## src/rtl/dcache_wbuf.sv

```systemverilog
// Data-cache write buffer: a circular FIFO of posted writes with read forwarding,
// write coalescing, and an IDLE/DRAIN/READ memory sequencer.
module dcache_wbuf #(
    parameter int DATA_WIDTH = 32,
    parameter int ADDR_WIDTH = 32,
    parameter int DEPTH      = 4
) (
    input  logic                    clk,
    input  logic                    rst,
    input  logic                    cache_req,
    input  logic                    cache_we,
    input  logic [ADDR_WIDTH-1:0]   cache_addr,
    input  logic [DATA_WIDTH-1:0]   cache_wdata,
    output logic                    cache_ready,
    output logic [DATA_WIDTH-1:0]   cache_rdata,
    output logic                    mem_req,
    output logic                    mem_we,
    output logic [ADDR_WIDTH-1:0]   mem_addr,
    output logic [DATA_WIDTH-1:0]   mem_wdata,
    input  logic                    mem_ready,
    input  logic [DATA_WIDTH-1:0]   mem_rdata,
    output logic                    wbuf_full,
    output logic                    wbuf_empty,
    output logic [$clog2(DEPTH):0]  wbuf_count
);

    localparam int PW = $clog2(DEPTH);
    localparam int CW = PW + 1;

    typedef enum logic [1:0] {
        IDLE  = 2'd0,
        DRAIN = 2'd1,
        READ  = 2'd2
    } state_t;

    state_t                r_state;
    state_t                w_next_state;
    logic [ADDR_WIDTH-1:0] r_addr [DEPTH];
    logic [DATA_WIDTH-1:0] r_data [DEPTH];
    logic [DEPTH-1:0]      r_valid;
    logic [PW-1:0]         r_head;
    logic [PW-1:0]         r_tail;
    logic [CW-1:0]         r_count;
    logic [ADDR_WIDTH-1:0] r_rd_addr;

    logic                  w_hit;
    logic [PW-1:0]         w_hit_idx;
    logic [PW-1:0]         w_scan;
    logic                  w_full;
    logic                  w_is_write;
    logic                  w_is_read;
    logic                  w_coalesce;
    logic                  w_push;
    logic                  w_pop;
    logic                  w_rd_hit;
    logic                  w_rd_done;

    // Scan oldest to youngest so the last hit is the youngest matching entry.
    always_comb begin
        w_hit     = 1'b0;
        w_hit_idx = '0;
        w_scan    = r_head;
        for (int k = 0; k < DEPTH; k++) begin
            w_scan = r_head + PW'(k);
            if (r_valid[w_scan] && (r_addr[w_scan] == cache_addr)) begin
                w_hit     = 1'b1;
                w_hit_idx = w_scan;
            end else begin
                w_hit     = w_hit;
                w_hit_idx = w_hit_idx;
            end
        end
    end

    assign w_full     = (r_count == CW'(DEPTH));
    assign w_is_write = ~rst & cache_req & cache_we;
    assign w_is_read  = ~rst & cache_req & ~cache_we & (r_state != READ);
    // The head entry is on the memory bus during DRAIN, so it must not change under it.
    assign w_coalesce = w_is_write & w_hit & ~((r_state == DRAIN) && (w_hit_idx == r_head));
    assign w_push     = w_is_write & ~w_coalesce & ~w_full;
    assign w_pop      = (r_state == DRAIN) & mem_ready;
    assign w_rd_hit   = w_is_read & w_hit;
    assign w_rd_done  = (r_state == READ) & mem_ready;

    assign wbuf_count = r_count;
    assign wbuf_empty = (r_count == CW'(0));
    assign wbuf_full  = w_full;

    // Next-state and memory-side outputs.
    always_comb begin
        w_next_state = r_state;
        mem_req      = 1'b0;
        mem_we       = 1'b0;
        mem_addr     = '0;
        mem_wdata    = '0;
        case (r_state)
            IDLE: begin
                if (w_is_read && !w_hit) begin
                    w_next_state = READ;
                end else if (r_count != CW'(0)) begin
                    w_next_state = DRAIN;
                end else begin
                    w_next_state = IDLE;
                end
            end
            DRAIN: begin
                mem_req   = 1'b1;
                mem_we    = 1'b1;
                mem_addr  = r_addr[r_head];
                mem_wdata = r_data[r_head];
                if (mem_ready) begin
                    w_next_state = IDLE;
                end else begin
                    w_next_state = DRAIN;
                end
            end
            READ: begin
                mem_req  = 1'b1;
                mem_addr = r_rd_addr;
                if (mem_ready) begin
                    w_next_state = IDLE;
                end else begin
                    w_next_state = READ;
                end
            end
            default: begin
                w_next_state = IDLE;
            end
        endcase
    end

    // Cache-side completion and read data.
    always_comb begin
        cache_ready = w_coalesce | w_push | w_rd_hit | w_rd_done;
        cache_rdata = '0;
        if (w_rd_hit) begin
            cache_rdata = r_data[w_hit_idx];
        end else if (w_rd_done) begin
            cache_rdata = mem_rdata;
        end else begin
            cache_rdata = '0;
        end
    end

    // Sequencer state register.
    always_ff @(posedge clk or posedge rst) begin
        if (rst) begin
            r_state <= IDLE;
        end else begin
            r_state <= w_next_state;
        end
    end

    // Miss address latched when leaving IDLE for READ.
    always_ff @(posedge clk or posedge rst) begin
        if (rst) begin
            r_rd_addr <= '0;
        end else if ((r_state == IDLE) && w_is_read && !w_hit) begin
            r_rd_addr <= cache_addr;
        end
    end

    // FIFO storage, pointers and occupancy.
    always_ff @(posedge clk or posedge rst) begin
        if (rst) begin
            r_head  <= '0;
            r_tail  <= '0;
            r_count <= '0;
            r_valid <= '0;
            for (int i = 0; i < DEPTH; i++) begin
                r_addr[i] <= '0;
                r_data[i] <= '0;
            end
        end else begin
            if (w_push) begin
                r_addr[r_tail]  <= cache_addr;
                r_data[r_tail]  <= cache_wdata;
                r_valid[r_tail] <= 1'b1;
                r_tail          <= r_tail + PW'(1);
            end
            if (w_coalesce) begin
                r_data[w_hit_idx] <= cache_wdata;
            end
            if (w_pop) begin
                r_valid[r_head] <= 1'b0;
                r_head          <= r_head + PW'(1);
            end
            case ({w_push, w_pop})
                2'b10:   r_count <= r_count + CW'(1);
                2'b01:   r_count <= r_count - CW'(1);
                default: r_count <= r_count;
            endcase
        end
    end

endmodule
```

## config.mk

```make
export PLATFORM = sky130hd
export DESIGN_NAME = dcache_wbuf
export DESIGN_NICKNAME = d
export VERILOG_FILES = /design/src/rtl/dcache_wbuf.sv
export SDC_FILE = /design/constraint.sdc
export NUM_CORES = 1
export LEC_CHECK = 0
export ABC_CLOCK_PERIOD_IN_PS = 14900
export BUFFER_PORTS_ARGS = -buffer_cell sky130_fd_sc_hd__buf_2
export CAP_MARGIN = 10
export CORE_MARGIN = 2
export CORE_UTILIZATION = 54
export DETAILED_ROUTE_END_ITERATION = 16
export PLACE_DENSITY = 0.74
export RECOVER_POWER = 50
export SETUP_SLACK_MARGIN = 0.02
export SYNTH_ARGS = -nofsm -noshare
export SYNTH_HDL_FRONTEND = slang
export SYNTH_SLANG_ARGS = --single-unit
```

## constraint.sdc

```tcl
create_clock -name clk -period 14.9 [get_ports clk]
set_input_delay 0.745 -clock clk [delete_from_list [all_inputs] [get_ports clk]]
set_output_delay 0.745 -clock clk [all_outputs]
set_load 0.01 [all_outputs]
```

==> results.toml, run 1 <==
[cells_and_area]
layout-drive-gt1-share_pct = 31.42
fin_area_mm2 = 0.02342
final_cells = 2457
final_util_pct = 60.31
area_growth_pct = 9.804
final_nets = 2029

[logic_synthesis]
synth_ff_type = "dfrtp_1"
synth.net_count = 1930
ys_ff_latch = 301
syn-instance-count = 1815
synth-edff-count = 0
yosysTopAreaCell = "dfrtp_1"
synth_area_leaders = "dfrtp_1 35%, mux4_2 14%, mux2_2 8.2%"
yosysWarnings = 0
synthMostInstantiatedCell = "dfrtp_1"
avgSynthCellArea_um2 = 11.75
synth_top_area_share_pct = 35.32
async_flop_share_pct = 100.0
synth.distinct_cells = 83
synth_commonest_cells = "301 x dfrtp_1, 155 x mux2_2, 133 x mux4_2"
seq_area_frac_synth_pct = 35.32
syn_area_mm2 = 0.02133

[floorplan]
die_area_mm2 = 0.04110
pin_count = 205
initial_utilization_pct = 54.93
die_height_um = 202.7
core_mm2 = 0.03883
die_w_um = 202.7
std_cell_rows = 72

[critical_path]
cp_cell_sequence = "clkbuf_1 > buf_4 > mux4_2 > xnor2_1 > nand4_1 > or4_1 > nor4b_2 > nand2_1 > o211a_2 > nor2_4 > buf_4 > nand3_1 > buf_4 > o211ai_1 > buf_2"
crit_path_max_fanout = 62
critPathMostFrequentCell = "buf_4"
arrival_ns = 9.48
worst-setup-path-type = "reg -> out"
cp.required_ns = 14.16
end_kind = "output pin"
cp-start-kind = "register"
slowest_delay_ns = 2.29
crit_slowest_cell = "clkbuf_1"

[place]
port_buffers = 204
routabilityCongestion = 0.9586
dp.cells = 2394
dp_hpwl_um = 44260
place_area_mm2 = 0.02235
preCtsSetupSlack_ns = 7.536

[clocking]
cts_tree = "built"
clkTransAtPathRegs_ns = 0.06
cts_max_path_buffers = 3
cts_buffers = 36
clk_latency_ns = 0.57
cts-root-buf = "clkbuf_16"
post_cts_buffers = 0
cts_hold_buf = 0
cts_resized = 0
cts.sinks = 301
h-tree-depth = 2

[grt]
grt_util_all_layers_pct = 32.16
grt_max_degree = 90
antenna_found_initial = 0
grt-ovfl-total = 0
grt_pass1_wl_um = 102500
grt_pass1_vias = 16710

[drt]
drtIter0Drc = 1419
via_per_inst = 6.799
post_drt_wl_per_cell_um = 26.63
ant_nets = 0
routed_wl_um = 65430
drtPass1Iterations = 5
drcViolationCount = 0
dr_total_vias = 16700

[sta]
max-slew-margin-rel_pct = -169.8
worst_slew_pin_slew_ns = 4.025
timing.fmax_mhz = 97.78
fin_ws_ns = 4.673
rsz0062_at_grt = "false"
fin_skew_ns = 0.02048
fin_crit_sh_pct = 68.64
fin_setup_tns_ns = 0
finalHoldViolCount = 0
setup_viol = 0
slew_violations = 441
post-route-min-period_ns = 10.23

[status]
status = "complete, but fails checks"
violations = "capacitance limit, slew limit"

[min_path]
hp-class = "in -> reg"

[run]
cap_violations = 7

[power_and_ir_drop]
p_leak_nw = 9.256
p_per_area_mw_per_mm2 = 241.2
peakVddDrop_mv = 0.1337
==> metal layers <==
layer | share of wire (%) | vias up | global-route usage (%)
met1 | 41 | 8596 | 43.65
met2 | 48 | 799 | 52.36
met4 | 3.4 | 0 | 11.21
met3 | 7.3 | 148 | 5.666
li1 | - | 7161 | -
met5 | 0 | - | 0
==> final timing paths <==
| check | start | endpoint | slack (ns) | depth (start not counted) |
|---|---|---|---|---|
| setup / recovery | r_head[0] | cache_rdata[1] | 4.67 | 15 |
| hold / removal | cache_wdata[19] | r_data[51] | 0.46 | 2 |
| setup reg to reg | r_head[0] | r_data[64] | 5.37 | 14 |
| hold reg to reg | r_data[11] | r_data[11] | 0.51 | 1 |
| max in group asynchronous | rst | r_addr[85] | 5.74 | 4 |
| min in group asynchronous | rst | r_data[60] | 1.38 | 2 |
==> power breakdown <==
part	switching (W)	internal, W	leakage [nW]
Clock	0.000364	0.000510	0.557
Combinational	0.00159	0.00153	4.98
Sequential	0.000442	0.00121	3.72
Total	0.00240	0.00325	9.26
==> state kept, by name, indices dropped and copies added (netlist names) <==
name        cells
r_rd_addr      32
wbuf_count      3
r_data        128
r_valid         4
r_tail          2
r_addr        128
r_state         2
r_head          2
==> final cells by class <==
cell class                 count  area (um2)
antenna                        1       2.502
clock buffer                  51        1007
clock inverter                11       143.9
fill                        3170       15410
inverter                      18       68.82
multi-input combinational   1317       12790
sequential                   301        7536
tap                          518       648.1
timing repair buffer         240        1221
==> cell usage in the layout (no fill, tap or decap), types with 69 or more instances in the layout <==
master and instances:
xnor2_1 86, buf_2 166, mux2i_1 101, mux2_2 155, o21ai_0 72, mux2_1 79, nand2_1 73, o211ai_1 69
nand4_1 71, dfrtp_1 300, mux4_2 133, nand3_1 86
==> critical path, delay by kind of cell, from the launching register on <==
family / cells / cell delay [ns]
simple gates: 6 / 1.72
xor+xnor: 1 / 0.31
flops: 1 / 1.31
mux: 1 / 0.60
compound gates: 2 / 0.60
buf+inv: 5 / 4.24
==> cells by family (layout without fill, tap and decap cells) <==
group                    count (synthesis)  in the layout  share of synthesized area, %
multiplexers                           498            498                         33.25
AND/OR/NAND/NOR                        392            392                         10.44
flip-flops                             301            301                         35.32
AO/OA/AOI/OAI                          293            293                         10.21
buffers and inverters                  197            320                         4.993
XOR/XNOR                               120            120                         4.928
adder cells (fa/ha/maj)                 14             14                        0.8566
other                                    0              1                             0
==> through the flow <==
stage | hold WS [ns] | total power (W)
global placement | 0.4826 | 0.004664
CTS | 0.3044 | 0.005642
finish | 0.4630 | 0.005648
floorplan | 0.4688 | 0.003882
detailed placement | 0.4905 | 0.004745
global route | 0.4559 | 0.005958
(Power assumes the default switching activity.)
==> inputs of run 2 (changes only) <==
Settings changed: ABC_CLOCK_PERIOD_IN_PS 14900 to 10500.
Clock period 14.9 ns to 10.5 ns, I/O delays scaled along.
==> run 2 against run 1 <==
  * The flow still finishes with violations (capacitance limit, slew limit)
  * Via count grew 1.0%
  * Critical path depth grew 2
  * Die area is the same
  * Critical endpoint is now cache_rdata[26]
==> results.toml, run 2 (synthesis results as in run 1) <==
[sta]
setup_viol = 0
max-slew-margin-rel_pct = -184.1
fin_crit_sh_pct = 75.41
fin_setup_tns_ns = 0
timing.fmax_mhz = 126.3
post-route-min-period_ns = 7.918
slew_violations = 412
rsz0062_at_grt = "false"
finalHoldViolCount = 0
fin_skew_ns = 0.02662
worst_slew_pin_slew_ns = 4.262

[place]
dp_hpwl_um = 44760
port_buffers = 204
routabilityCongestion = 0.9424
dp.cells = 2392

[clocking]
clk_latency_ns = 0.56
cts_tree = "built"
h-tree-depth = 2
clkTransAtPathRegs_ns = 0.06
cts_hold_buf = 0
cts-root-buf = "clkbuf_16"
cts_resized = 0
cts_buffers = 35
post_cts_buffers = 0
cts_max_path_buffers = 3
cts.sinks = 301

[drt]
via_per_inst = 6.879
post_drt_wl_per_cell_um = 27.17
drcViolationCount = 0
drtIter0Drc = 1850
routed_wl_um = 66640
ant_nets = 0
drtPass1Iterations = 5
dr_total_vias = 16870

[floorplan]
die_area_mm2 = 0.04110
initial_utilization_pct = 54.93
pin_count = 205
std_cell_rows = 72
die_height_um = 202.7
core_mm2 = 0.03883
die_w_um = 202.7

[power_and_ir_drop]
p_leak_nw = 9.289
swShare_pct = 42.42
switchingPower_w = 0.003407
clock_power_share_pct = 15.4
intPower_w = 0.004624
combPwrFrac_pct = 54.6
peakVddDrop_mv = 0.2198
p_seq_share_pct = 30.0
p_per_area_mw_per_mm2 = 342.6

[grt]
grt_max_degree = 168
grt_pass1_vias = 16580
grt_pass1_wl_um = 102800
antenna_found_initial = 1
grt-ovfl-total = 0
gr-usage-met3_pct = 4.109
busiest_layer = "met2"
use_met2_pct = 53.08
use_met1_pct = 44.87
grt_util_all_layers_pct = 32.41

[cells_and_area]
final_nets = 2026
final_cells = 2453
reg.largest.list = "r_addr (128), r_data (128), r_rd_addr (32)"
layout-drive-gt1-share_pct = 32.11
final_common_cell = "dfrtp_1"
area_growth_pct = 9.927
mostFrequentLayoutCells = "299 x dfrtp_1, 172 x buf_2, 155 x mux2_2, 133 x mux4_2, 101 x mux2i_1"

[critical_path]
critPathMostFrequentCell = "buf_4"
cp.required_ns = 9.98
cp_cell_sequence = "inv_1 > buf_4 > ha_4 > buf_4 > mux4_2 > xnor2_1 > nand4_1 > or4_1 > nor4b_2 > a32o_1 > o32a_1 > buf_4 > nand2_2 > buf_4 > mux2i_1 > o211ai_1 > buf_2"
cp_top_family = "buffers and inverters"
slowest_delay_ns = 1.01
cp-start-kind = "register"
crit_path_max_fanout = 55
arrival_ns = 7.39
crit_cells = 17
crit_slowest_cell = "dfrtp_4"
crit_buf_inv = 6
r2r_cells = 16
worst-setup-path-type = "reg -> out"
end_kind = "output pin"

[run]
cap_violations = 5

[min_path]
hp-class = "in -> reg"
whs_path_depth = 2

[status]
violations = "capacitance limit, slew limit"
status = "complete, but fails checks"
==> run 2: cell types whose count changed in the layout (fill, tap and decap cells not counted) <==
cell / change
dfrtp_4: +1
inv_16: -1
clkinv_2: +2
and2_0: +10
dfrtp_1: -1
buf_12: +1
buf_4: -1
clkbuf_8: +3
clkbuf_2: +1
buf_2: +6
and2_1: -10
clkbuf_1: -15
==> run 2: final timing paths <==
check | from | endpoint | slack (ns)
max | r_head[0] | cache_rdata[26] | 2.58
min in group asynchronous | rst | r_data[27] | 0.89
max reg2reg | r_head[0] | r_addr[124] | 3.16
min reg2reg | r_data[19] | r_data[19] | 0.51
min | cache_wdata[11] | r_data[11] | 0.25
max in group asynchronous | rst | r_addr[32] | 4.33
==> run 2: layer usage <==
metal	share of wire, %	vias up	routed length (um)
met5	0.020	-	13
met4	3.3	2	2167
met3	7.6	120	5049
met2	48	890	32210
met1	41	8722	27200
li1	-	7140	-
==> run 2: power by group through the flow <==
stage	Sequential, W	Clock [W]	Combinational, W
final	0.00241	0.00124	0.00438
after global routing	0.00248	0.00130	0.00468
after CTS	0.00238	0.00125	0.00439
after detailed placement	0.00239	0	0.00436
after global placement	0.00234	0	0.00429
after floorplan	0.00208	0	0.00343
==> run 2: per-stage QoR <==
stage | instance area (um2) | hold slack [ns] | total power, W | util, % | setup slack (ns)
floorplan | 21330 | 0.4688 | 0.005509 | - | 0.6650
global placement | 22360 | 0.4807 | 0.006637 | 57.58 | 3.399
detailed placement | 22360 | 0.4905 | 0.006750 | 57.58 | 3.332
CTS | 23520 | 0.03589 | 0.008014 | 60.57 | 2.741
global route | 23440 | 0.2502 | 0.008461 | 60.37 | 2.248
finish | 23440 | 0.2509 | 0.008031 | 60.38 | 2.582
==> run 2: worst reg2reg max path, delay by kind of cell (launching register included) <==
kind,cells,cell delay (ns)
simple gates,3,0.97
compound gates,4,1.68
flops,1,1.01
mux,2,0.78
buf+inv,5,1.57
fa+ha+maj,1,0.87
xor+xnor,1,0.34
==> run 2: final cells by class <==
type                            count  area [um2]
Antenna cell                        1       2.502
Sequential cell                   301        7540
Tap cell                          518       648.1
Clock inverter                     12       133.9
Timing Repair Buffer              238        1235
Inverter                           18       68.82
Fill cell                        3112       15380
Clock buffer                       48        1026
Multi-Input combinational cell   1317       12790
